## src/rtl/smc_wr_pkg.sv

```systemverilog
// Shared definitions for the static-memory write strobe generator.
package smc_wr_pkg;

  localparam int SMC_WR_NUM_LANES = 4;
  localparam int SMC_WR_CNT_W     = 4;

  typedef enum logic [1:0] {
    ST_IDLE  = 2'd0,
    ST_SETUP = 2'd1,
    ST_PULSE = 2'd2,
    ST_HOLD  = 2'd3
  } smc_wr_state_e;

endpackage

```

## src/rtl/smc_wr_phase_cnt.sv

```systemverilog
// Loadable down-counter timing one write phase; saturates at zero.
module smc_wr_phase_cnt #(
  parameter int CNT_W = 4
) (
  input  logic             hclk,
  input  logic             n_sys_reset,
  input  logic             load,
  input  logic [CNT_W-1:0] load_val,
  input  logic             dec,
  output logic             zero
);

  logic [CNT_W-1:0] cnt_q;

  always_ff @(posedge hclk or negedge n_sys_reset) begin
    if (!n_sys_reset) begin
      cnt_q <= '0;
    end else if (load) begin
      cnt_q <= load_val;
    end else if (dec && (cnt_q != '0)) begin
      cnt_q <= cnt_q - CNT_W'(1);
    end
  end

  assign zero = (cnt_q == '0);

endmodule

```

## src/rtl/smc_wr_strobe_gen.sv

```systemverilog
// Static-memory write cycle sequencer: SETUP / PULSE / HOLD with per-lane enables.
//
// state    | meaning
// ---------+----------------------------------------------------------
// ST_IDLE  | waiting for start; strobes high
// ST_SETUP | address/data setup before the strobe
// ST_PULSE | smc_n_wr low, selected smc_n_we lanes low
// ST_HOLD  | data hold after the strobe
module smc_wr_strobe_gen
  import smc_wr_pkg::*;
#(
  parameter int NUM_LANES = SMC_WR_NUM_LANES,
  parameter int CNT_W     = SMC_WR_CNT_W
) (
  input  logic                 hclk,
  input  logic                 n_sys_reset,
  input  logic                 start,
  input  logic                 abort,
  input  logic [NUM_LANES-1:0] wr_lanes,
  input  logic [CNT_W-1:0]     cfg_setup,
  input  logic [CNT_W-1:0]     cfg_pulse,
  input  logic [CNT_W-1:0]     cfg_hold,
  input  logic                 cfg_we_en,
  output logic [NUM_LANES-1:0] smc_n_we,
  output logic                 smc_n_wr,
  output logic                 busy,
  output logic                 done
);

  localparam logic [CNT_W-1:0] CNT_ONE = CNT_W'(1);

  smc_wr_state_e        state_q, state_d;
  logic [NUM_LANES-1:0] lanes_q, lanes_eff;
  logic                 we_en_q, we_en_eff;
  logic [CNT_W-1:0]     pulse_m1_q, hold_q;
  logic [CNT_W-1:0]     in_pulse_m1;
  logic                 accept;
  logic                 cnt_load, cnt_dec, cnt_zero;
  logic [CNT_W-1:0]     cnt_load_val;
  logic                 done_d;

  // Counter holds (phase length - 1); a zero pulse length behaves as one cycle.
  assign in_pulse_m1 = (cfg_pulse == '0) ? '0 : (cfg_pulse - CNT_ONE);

  smc_wr_phase_cnt #(.CNT_W(CNT_W)) u_phase_cnt (
    .hclk        (hclk),
    .n_sys_reset (n_sys_reset),
    .load        (cnt_load),
    .load_val    (cnt_load_val),
    .dec         (cnt_dec),
    .zero        (cnt_zero)
  );

  always_ff @(posedge hclk or negedge n_sys_reset) begin
    if (!n_sys_reset) begin
      state_q <= ST_IDLE;
    end else begin
      state_q <= state_d;
    end
  end

  always_comb begin
    state_d      = state_q;
    accept       = 1'b0;
    cnt_load     = 1'b0;
    cnt_load_val = '0;
    cnt_dec      = 1'b0;
    done_d       = 1'b0;
    case (state_q)
      ST_IDLE: begin
        if (start && !abort) begin
          accept   = 1'b1;
          cnt_load = 1'b1;
          if (cfg_setup != '0) begin
            state_d      = ST_SETUP;
            cnt_load_val = cfg_setup - CNT_ONE;
          end else begin
            state_d      = ST_PULSE;
            cnt_load_val = in_pulse_m1;
          end
        end
      end
      ST_SETUP: begin
        if (abort) begin
          state_d = ST_IDLE;
        end else if (cnt_zero) begin
          state_d      = ST_PULSE;
          cnt_load     = 1'b1;
          cnt_load_val = pulse_m1_q;
        end else begin
          cnt_dec = 1'b1;
        end
      end
      ST_PULSE: begin
        if (abort) begin
          state_d = ST_IDLE;
        end else if (cnt_zero) begin
          if (hold_q != '0) begin
            state_d      = ST_HOLD;
            cnt_load     = 1'b1;
            cnt_load_val = hold_q - CNT_ONE;
          end else begin
            state_d = ST_IDLE;
            done_d  = 1'b1;
          end
        end else begin
          cnt_dec = 1'b1;
        end
      end
      ST_HOLD: begin
        if (abort) begin
          state_d = ST_IDLE;
        end else if (cnt_zero) begin
          state_d = ST_IDLE;
          done_d  = 1'b1;
        end else begin
          cnt_dec = 1'b1;
        end
      end
      default: state_d = ST_IDLE;
    endcase
  end

  always_ff @(posedge hclk or negedge n_sys_reset) begin
    if (!n_sys_reset) begin
      lanes_q    <= '0;
      we_en_q    <= 1'b0;
      pulse_m1_q <= '0;
      hold_q     <= '0;
    end else if (accept) begin
      lanes_q    <= wr_lanes;
      we_en_q    <= cfg_we_en;
      pulse_m1_q <= in_pulse_m1;
      hold_q     <= cfg_hold;
    end
  end

  // A zero-setup transfer enters PULSE on the accepting edge, before the latches update.
  assign lanes_eff = accept ? wr_lanes  : lanes_q;
  assign we_en_eff = accept ? cfg_we_en : we_en_q;

  always_ff @(posedge hclk or negedge n_sys_reset) begin
    if (!n_sys_reset) begin
      smc_n_we <= '1;
      smc_n_wr <= 1'b1;
      busy     <= 1'b0;
      done     <= 1'b0;
    end else begin
      smc_n_we <= ((state_d == ST_PULSE) && we_en_eff) ? ~lanes_eff : '1;
      smc_n_wr <= (state_d != ST_PULSE);
      busy     <= (state_d != ST_IDLE);
      done     <= done_d;
    end
  end

endmodule
```

## config.mk

```make
export PLATFORM = sky130hd
export DESIGN_NAME = smc_wr_strobe_gen
export DESIGN_NICKNAME = d
export VERILOG_FILES = /design/src/rtl/smc_wr_pkg.sv /design/src/rtl/smc_wr_phase_cnt.sv /design/src/rtl/smc_wr_strobe_gen.sv
export SDC_FILE = /design/constraint.sdc
export NUM_CORES = 1
export LEC_CHECK = 0
export ABC_AREA = 1
export CAP_MARGIN = 20
export CORE_AREA = 8 8 64 66
export DETAILED_ROUTE_END_ITERATION = 10
export DIE_AREA = 0 0 72 74
export PLACE_DENSITY = 0.75
export RECOVER_POWER = 25
export SYNTH_ARGS = -nofsm -noshare
export SYNTH_HDL_FRONTEND = slang
export SYNTH_SLANG_ARGS = --single-unit
```

## constraint.sdc

```tcl
create_clock -name hclk -period 1.84 [get_ports hclk]
set_clock_uncertainty 0.05 [all_clocks]
set_input_delay 0.46 -clock hclk [delete_from_list [all_inputs] [get_ports hclk]]
set_output_delay 0.46 -clock hclk [all_outputs]
set_load 0.01 [all_outputs]
```

After elaboration in Yosys (flattened, before gate mapping) --
Index checks and enable logic that the tools add are counted.
Word-level totals: logic and storage cells 72, output and inout bits 7, register bits after elaboration 26, input bits 21
Operators by class: reduce and logical (&&, ||, !) cells 13, bitwise gates (word level) 1, eq/ne operators 5, $add $sub $neg 4, multiplexer cells 39
Operators by type and width (count):
- $mux 4 | 12
- $mux 2 | 9
- $sub 4x1->4 const B | 4
- $mux 1 | 14
- $pmux 4 s3 | 1
- $reduce_bool 4->1 | 3
- $logic_not 4->1 | 2
- $pmux 2 s4 | 1
- $eq 2x2->1 const B | 3
- $not 4->4 | 1
- $reduce_bool 2->1 | 2
- $logic_and 1x1->1 | 3
- $pmux 1 s3 | 1
- $reduce_or 3->1 | 1
- $eq 2x1->1 const B | 1
- $logic_not 2->1 | 1
- $ne 2x2->1 const B | 1
- $pmux 1 s2 | 1
- $logic_not 1->1 | 1

Logic depth before layout (Yosys ltp) --
Gate-level depths: netlist (run 1).
depth in word-level cells 8, mapped depth 11, depth with buffers taken out 11

Modules after synthesis --
A second synthesis (run 1) with hierarchy kept.
Second synthesis, totals: cells, all modules 206, area, all modules 1606.5 µm²
By module, submodules not included:
- smc_wr_strobe_gen | instances 1, seq. area each 556.8 µm², cells an instance 160, area each 1311.3 µm²
- smc_wr_phase_cnt | instances 1, seq. area each 100.1 µm², cells an instance 46, area each 295.3 µm²

Least setup slack after synthesis (run 1) --
OpenSTA, ideal clock, no wires.
kind input -> register, start point in cfg_setup[0], end point reg smc_n_we[0], stages on the path 7, library setup time 0.098 ns, buffers on the path 0, required time 1.692 ns, arrival 1.339 ns, setup slack 0.353 ns, cells stage by stage inv_1 -> ha_1 -> nand2_1 -> inv_1 -> nor2_1 -> nor3_2 -> nand4_1
Between the ends: longest elaborated chain between the ends 7
RTL lines:
- start, declared | line smc_wr_strobe_gen.sv:20 | input logic [CNT_W-1:0] cfg_setup,
- $reduce_bool 4->1 | line smc_wr_strobe_gen.sv:74 | if (cfg_setup != '0) begin
- $mux 2 | line smc_wr_strobe_gen.sv:74
- $mux 2 | line smc_wr_strobe_gen.sv:71 | if (start && !abort) begin
- $pmux 2 s4 | line smc_wr_strobe_gen.sv:69 | case (state_q)
- $eq 2x2->1 | line smc_wr_strobe_gen.sv:149 | smc_n_we <= ((state_d == ST_PULSE) && we_en_eff) ? ~lanes_eff : '1;
- $logic_and 1x1->1 | line smc_wr_strobe_gen.sv:149
- $mux 4 | line smc_wr_strobe_gen.sv:149
- end signal, assigned | line smc_wr_strobe_gen.sv:149
- end, declared | line smc_wr_strobe_gen.sv:24 | output logic [NUM_LANES-1:0] smc_n_we,
Every way passes these cells. A chain may end at the register's enable or synchronous reset.

Worst setup path after layout (run 1) --
start point reg busy, end point out busy
RTL lines:
- start, declared | line smc_wr_strobe_gen.sv:26 | output logic busy,
- start signal, assigned | line smc_wr_strobe_gen.sv:151 | busy <= (state_d != ST_IDLE);
No word-level cell between the ends.

==> run summary, run 1 <==
The worst min-delay path class is reg -> reg. The worst-case IR drop observed on VDD is 0.514 mV. The via count of the first global-routing pass came out at 1391. CTS built an H-tree with a depth of 1. After floorplanning, the core was divided into 21 placement rows.

Prior to clock tree synthesis, the placed netlist has a worst setup slack of -239 ps. Power spread over the standard cell area amounts to 1080 nW/um2. Setup violations remaining at the end of the flow were counted as 0.

The total of warnings raised by yosys is 0. The total congestion overflow after global routing came out at 0. At the pin with the least slew margin, the transition time is 645 ps. The count of input and output buffers came out at 27. For this run, the share of the core covered by cells in the final layout is 64.2%. The power share of the combinational group came out at between 40% and 50%. The count of inserted antenna diode cells came out at 0. Once detailed placement completed, the half-perimeter wirelength came to 2700 um. The TritonCTS clock tree is built. The number of vias after detailed routing is 1388.

The final cycle utilization of the critical path came out at 92.7%. The startpoint-to-endpoint class of the critical path is reg -> out. The TritonCTS sink count came out at 26. The number of distinct library cells after synthesis came out at 24. The starting utilization of the core area came out at between 40% and 50%. The number of buffers inserted by post-CTS setup repair came out at 0. The die height came out at 74 um. The largest stage delay on the critical path came out at 530 ps. The share of total power dissipated in sequential elements is 39.7%.

The data required time at the worst endpoint came out at roughly 1300 ps. The area share of the largest cell type after synthesis is a little over a third. Traced cell by cell, the critical path runs through clkdlybuf4s50_1.

The clock latency on the worst-skew pair is approximately 320 ps. The leakage power came out at around 0.0011 uW. The gate count of the mapped netlist is 199.

Along the worst path, the maximum fanout reaches 1. Based on the critical path, the design can be clocked at up to 586 MHz. STA classifies the critical path endpoint as a primary output. The switching power summed over all nets is 824 uW. After clock tree synthesis, the flow added hold-fix buffers numbering 0. The combined area of the multi-input logic cells is 736 um2. Across every metal layer, demand over resource in global routing totals a little over an eighth. The cell-internal power came out at approximately 1400 uW. The number of synthesized register bits came out at 26. The worst hold slack came out at between 400 and 500 ps.

The first global-routing pass estimated 5870 um of wire. Once routing completed, OpenROAD measured the worst setup slack at 134 ps. TritonCTS created 3 clock buffers. The ratio of cells with drive above 1 in the final layout is 17.5%. The area growth from synthesis to layout came out at 36.7%. The die outline area is 5330 um2.

The wire length per cell after detailed routing is 11.3 um. The weighted congestion reported at the end of routability-driven placement came out at 0.891. The number of nets at the end of the flow came out at approximately 280. The critical path's top delay family is buffers and inverters. The post-route DRC violation count came out at 0. The maximum clock path buffer count came out at 2. The flow ran to the end, and the final reports show no timing, DRC or antenna violations. Max-cap violations in this run came to 0. The clock network fraction of design power came out at 17.9%. The number of vias per cell after detailed routing came out at 4.66. The number of DRC violations after detailed-routing iteration 0 came out at 59. The clock slew seen by the registers of the worst setup and hold paths is 140 ps. The total count of hold-check failures in the final report is 0. For this design, the slowest cell found on the critical path is sky130_fd_sc_hd__clkdlybuf4s50_1.

The final antenna-violating net count came out at 0. Subtracting the final worst setup slack from the clock period gives 1710 ps. The maximum number of pins on one net before global-route repair came out at 27. After synthesis, flip-flops and latches occupy 44.0% of the total area.

When the netlist entered floorplanning its net count stood at between 200 and 250. The share of total power consumed by net switching is about 37%. The tree is rooted in a sky130_fd_sc_hd__clkbuf_4. The number of antenna violations at the first check in global routing was 0. After filler insertion, the fill cell instance count of the layout stands at 289. The most area-hungry cell type in the Yosys netlist is sky130_fd_sc_hd__dfrtp_1. The final total negative setup slack came out at 0 ps. The width of the die is 72 um. Across the whole layout, storage elements account for 657 um2. The worst setup path is launched from a flop.

Counting both buffers and inverters, the worst setup path holds a total of 1. The length of the first detailed-routing pass in iterations is 4. The total I/O pin count came out at 28.

In the post-synthesis netlist, the biggest area contributors are sky130_fd_sc_hd__dfrtp_1 35%, sky130_fd_sc_hd__nand2_1 17%, sky130_fd_sc_hd__dfstp_2 8.8%. The region available for standard cell placement spans 3180 um2. Setup repair after global routing left no endpoint under its margin.

The wire length reported by the detailed router came out at 3370 um. The average instance in the mapped netlist occupies 7.51 um2. The relative slew slack came out at 57.0%. The arrival time of data at the critical path endpoint is 1200 ps. The count of final max-slew check failures came to 0. The total power came out at 2200 uW. The post-synth design cell area is between 1000 and 1500 um2.
## per-layer routing
layer  GRT usage [%]  vias to the layer above  wire length, um
li1                -                      734                -
met1            16.8                      629             1540
met2            23.9                       21             1680
met3            1.75                        4              109
met4            4.54                        0               36
met5               0                        -                0
## through the flow
| step | cell area (um2) | std cells |
|---|---|---|
| 6_report | 2040 | 298 |
| 5_1_grt | 2040 | 298 |
| 4_1_cts | 2040 | 298 |
| 3_5_place_dp | 1990 | 294 |
| 3_3_place_gp | 1990 | 294 |
| 2_1_floorplan | 1490 | 199 |
## layout make-up
class	instances	area share [%]
multi-input combinational	145	36.0
sequential	26	32.2
timing repair buffer	51	21.6
inverter	26	4.78
tap	46	2.82
clock inverter	1	1.47
clock buffer	3	1.10
## worst paths after layout
kind | from | to | slack [ps] | depth (start not counted)
max reg2reg | u_phase_cnt.cnt_q[0] | smc_n_we[3] | 150 | 8
max | busy | busy | 130 | 1
max in group asynchronous | n_sys_reset | pulse_m1_q[1] | 710 | 2
min in group asynchronous | n_sys_reset | done | 620 | 2
min reg2reg | u_phase_cnt.cnt_q[1] | u_phase_cnt.cnt_q[1] | 450 | 2
min | u_phase_cnt.cnt_q[1] | u_phase_cnt.cnt_q[1] | 450 | 2
## sequential cells by signal, indices dropped and copies added (netlist names)
signal and cells:
state_q 2, we_en_q 1, u_phase_cnt.cnt_q 4, done 1
busy 1, pulse_m1_q 4, lanes_q 4, hold_q 4
smc_n_wr 1, smc_n_we 4
## cell usage after synthesis
cell type and n:
sky130_fd_sc_hd__nor2_2 1, sky130_fd_sc_hd__o211ai_1 1, sky130_fd_sc_hd__nand3_1 9, sky130_fd_sc_hd__nor2_1 25, sky130_fd_sc_hd__ha_1 7, sky130_fd_sc_hd__a21oi_1 4, sky130_fd_sc_hd__nand2_4 1, sky130_fd_sc_hd__nor3_1 1
sky130_fd_sc_hd__nor3_2 1, sky130_fd_sc_hd__nor2_4 1, sky130_fd_sc_hd__nand2_2 2, sky130_fd_sc_hd__inv_2 2, sky130_fd_sc_hd__nand3b_1 3, sky130_fd_sc_hd__o21ai_0 5, sky130_fd_sc_hd__buf_2 2, sky130_fd_sc_hd__nand3_2 3
sky130_fd_sc_hd__a31oi_1 1, sky130_fd_sc_hd__xor2_1 3, sky130_fd_sc_hd__nand4_1 8, sky130_fd_sc_hd__inv_1 23, sky130_fd_sc_hd__clkinv_1 1, sky130_fd_sc_hd__nand2_1 69, sky130_fd_sc_hd__dfstp_2 5, sky130_fd_sc_hd__dfrtp_1 21
## timing repair
action,4_1_cts,5_1_grt
resized for setup,5,1
endpoints found under the hold margin,0,0
endpoints found under the setup margin,5,3
## placed cells by master (no fill, tap or decap), drive strengths merged
| master | n |
|---|---|
| dfrtp | 21 |
| bufinv | 1 |
| a31oi | 1 |
| xor2 | 3 |
| dfstp | 5 |
| inv | 25 |
| nand3 | 12 |
| nand4 | 8 |
| o211ai | 1 |
| nand2 | 72 |
| a21oi | 4 |
| nor3 | 2 |
| clkbuf | 4 |
| dlygate4sd3 | 1 |
| nor2 | 27 |
| clkdlybuf4s50 | 21 |
| o21ai | 5 |
| clkinv | 1 |
| buf | 23 |
| ha | 7 |
| nand3b | 3 |
| dlygate4sd2 | 5 |
## cells by family (layout without fill, tap and decap cells)
family | Yosys count | in the layout | share of synthesized area [%]
adders and majority gates | 7 | 7 | 5.86
and+or+nand+nor | 124 | 124 | 37.3
buffers and inverters | 28 | 81 | 7.20
xor gates and xnor gates | 3 | 3 | 1.76
DFF | 26 | 26 | 44.0
AOI/OAI and AO/OA | 11 | 11 | 3.94
## power groups by stage
| stage | clock (uW) | sequential [uW] | combinational, uW |
|---|---|---|---|
| final | 393 | 875 | 934 |
| after global routing | 424 | 897 | 1070 |
| after CTS | 405 | 874 | 936 |
| after detailed placement | 0 | 888 | 933 |
| after global placement | 0 | 882 | 900 |
| after floorplan | 0 | 872 | 625 |
No activity file was read; power rests on OpenSTA's default activity.
==> run 2, diff against run 1 <==
- CORE_AREA: 8 8 64 66 -> 8 8 55 76
- DIE_AREA: 0 0 72 74 -> 0 0 63 84
- PLACE_DENSITY: 0.75 -> 0.76
==> run summary, run 2 (synthesis gave the netlist of run 1 again) <==
The share of total power consumed by net switching came to 36.4% (was 37.4%). The post-route DRC violation count is 0 (unchanged). The final number of setup-violating endpoints is 0 (unchanged). The die height came out at 84 um (was 74 um). The part of the power in registers is 39.2% (was 39.7%). The number of core rows is 24 (was 21). The final antenna-violating net count is 0 (unchanged). Result of the run: complete, no violations (unchanged). The maximum number of pins on one net before global-route repair came out at 27 (unchanged). The number of buffers inserted for hold repair after clock tree synthesis came out at 0 (unchanged). The global routing usage summed across all routing layers came out at 12.9% (was 13.6%).

The via count of the first global-routing pass is 1364 (was 1391). The TritonCTS sink count came out at 26 (unchanged). The startpoint-to-endpoint class of the critical path is in -> reg (was reg -> out). The wire length reported by the detailed router came to 3290 um (was 3370 um). The number of vias after detailed routing came to 1370 (was 1388). Worst-path cell chain: clkdlybuf4s50_1, nor2_2, nand3_2, nor2_4, inv_2, nand3_2, inv_2, o21ai_0, nand2_1 (was clkdlybuf4s50_1). The clock network fraction of design power came out at 20.1% (was 17.9%).

The count of final max-slew check failures is 0 (unchanged). The wire length per cell after detailed routing came out at 11.4 um (was 11.3 um). The max capacitance violation total came out at 0 (unchanged). The area of the core came out at 3030 um2 (was 3180 um2). The width of the die is 63 um (was 72 um).

The pin slew with the least headroom to its limit was 618 ps (was 645 ps). The TritonCTS clock tree is built (unchanged). The die outline area is 5290 um2 (was 5330 um2). The maximum clock path buffer count came out at 2 (unchanged). The largest driver fanout on the critical path came to 5 (was 1). The ratio of total power to cell area is 1100 nW/um2 (was 1080 nW/um2).

The arrival time of data at the critical path endpoint was 1850 ps (was 1200 ps). The worst ir drop on vdd is 0.723 mV (was 0.514 mV). The power share of the combinational group is 40.7% (was 42.4%).

The number of antenna violations at the first check in global routing is 0 (unchanged). The total congestion overflow after global routing is 0 (unchanged). The clock root buffer is sky130_fd_sc_hd__clkbuf_8 (was sky130_fd_sc_hd__clkbuf_4).

The leakage power is 0.00107 uW (about the same). The number of nets at the end of the flow is 279 (was 281). The maximum frequency from static timing analysis was 572 MHz (was 586 MHz). The final cycle utilization of the critical path came out at 95.1% (was 92.7%). The largest stage delay on the critical path is 470 ps (was 530 ps). The clock slew seen by the registers of the worst setup and hold paths is 80 ps (was 140 ps). The switching power summed over all nets came out at 824 uW (about the same). The weighted congestion reported at the end of routability-driven placement was 0.840 (was 0.891).

The minimum period implied by the final worst setup slack is 1750 ps (was 1710 ps). The total count of hold-check failures in the final report came to 0 (unchanged). The total cell area at the placement stage was 1970 um2 (was 1990 um2). The count of input and output buffers is 27 (unchanged). The number of levels the H-tree was split into came out at 1 (unchanged). The worst min-delay path class was reg -> reg (unchanged). The length of the first detailed-routing pass in iterations came out at 4 (unchanged).

The final total negative setup slack came to 0 ps (unchanged). The HPWL reported at the end of detailed placement is 2550 um (was 2700 um). The endpoint class of the critical path is a flop (was primary output). The number of vias per cell after detailed routing was 4.74 (was 4.66).

The critical path's top delay family is simple AND/OR/NAND/NOR gates (was buffers and inverters). The number of buffers inserted by post-CTS setup repair was 0 (unchanged). The number of clock buffers inserted by TritonCTS came out at 3 (unchanged). The startpoint class of the critical path is an input port (was flop).

The count of inserted antenna diode cells came out at 0 (unchanged). The total I/O pin count came out at 28 (unchanged). The clock latency on the worst-skew pair is 260 ps (was 320 ps). The number of DRC violations after detailed-routing iteration 0 is 44 (was 59). Commonest cells after routing, fill and taps aside: 69 x sky130_fd_sc_hd__nand2_1, 23 x sky130_fd_sc_hd__inv_1, 23 x sky130_fd_sc_hd__nor2_1 (was 69 x sky130_fd_sc_hd__nand2_1, 25 x sky130_fd_sc_hd__nor2_1, 23 x sky130_fd_sc_hd__inv_1, 23 x sky130_fd_sc_hd__buf_4). The most common cell after layout, fill and taps aside is sky130_fd_sc_hd__nand2_1 (unchanged). The starting utilization of the core area is 49.3% (was 47.0%). The slowest cell on the critical path was sky130_fd_sc_hd__clkdlybuf4s50_1 (unchanged). The area of all placed cells without fillers is 2060 um2 (was 2040 um2). The ratio of cells with drive above 1 in the final layout came to 18.0% (was 17.5%). The data required time at the worst endpoint is 1940 ps (was 1330 ps). The count of buffering cells on the critical path with inverters included is 3 (was 1).

The relative slew slack came out at 58.8% (was 57.0%). The area growth from synthesis to layout is 37.8% (was 36.7%). The cell-internal power came out at 1440 uW (was 1380 uW). The internal reg-to-reg setup slack is 170 ps (was 150 ps). The wire length of the first global-routing pass came out at 5840 um (was 5870 um).
[run 2: cell types whose count changed in the layout (fill, tap and decap cells not counted), sizes merged]
cell          before  now
dlygate4sd2        5    2
dlymetal6s2s       0    3
buf               23   21
[run 2: layer usage]
metal	share of wire [%]	GRT usage [%]
met1	46	16.4
met2	50	21.0
met3	3.2	2.69
met4	0.40	3.96
met5	0	0
[run 2: stage by stage]
step	setup slack (ps)	instances	utilization (%)	power (uW)	hold slack, ps
6_report	90.5	289	67.9	2260	445
3_5_place_dp	-198	285	64.9	1790	415
3_3_place_gp	-166	285	64.9	1770	418
5_1_grt	-16.7	289	67.9	2470	466
4_1_cts	5.71	289	67.2	2260	450
2_1_floorplan	353	199	-	1500	114
[run 2: worst paths after layout]
path / start / cells past startpoint / end
hold reg to reg: lanes_q[0] / 2 / lanes_q[0]
setup reg to reg: u_phase_cnt.cnt_q[1] / 9 / u_phase_cnt.cnt_q[0]
setup / recovery: abort / 9 / u_phase_cnt.cnt_q[0]
max in group asynchronous: n_sys_reset / 2 / hold_q[3]
hold / removal: lanes_q[0] / 2 / lanes_q[0]
min in group asynchronous: n_sys_reset / 2 / u_phase_cnt.cnt_q[3]
[run 2: layout make-up]
class	instances	area, um2
Fill cell	259	975
Multi-Input combinational cell	145	746
Sequential cell	26	657
Timing Repair Buffer	49	438
Inverter	26	97.6
Tap cell	39	48.8
Clock buffer	3	41.3
Clock inverter	1	30.0
[run 2: power groups by stage]
stage               Clock (uW)  Combinational [uW]  Sequential [uW]
global route               499                1060              908
floorplan                    0                 625              872
global placement             0                 882              886
finish                     455                 922              888
detailed placement           0                 898              893
CTS                        470                 908              884
[run 2: repair_timing]
| item | in CTS | in global routing |
|---|---|---|
| endpoints found under the setup margin | 2 | 9 |
| hold endpoints to repair | 0 | 0 |
| pin swaps | 0 | 1 |
| resized for setup | 2 | 7 |
[run 2: worst min-delay path, delay by kind of cell, from the launching register on]
kind | cells | cell delay, ps
simple gates | 2 | 130
flops | 1 | 330
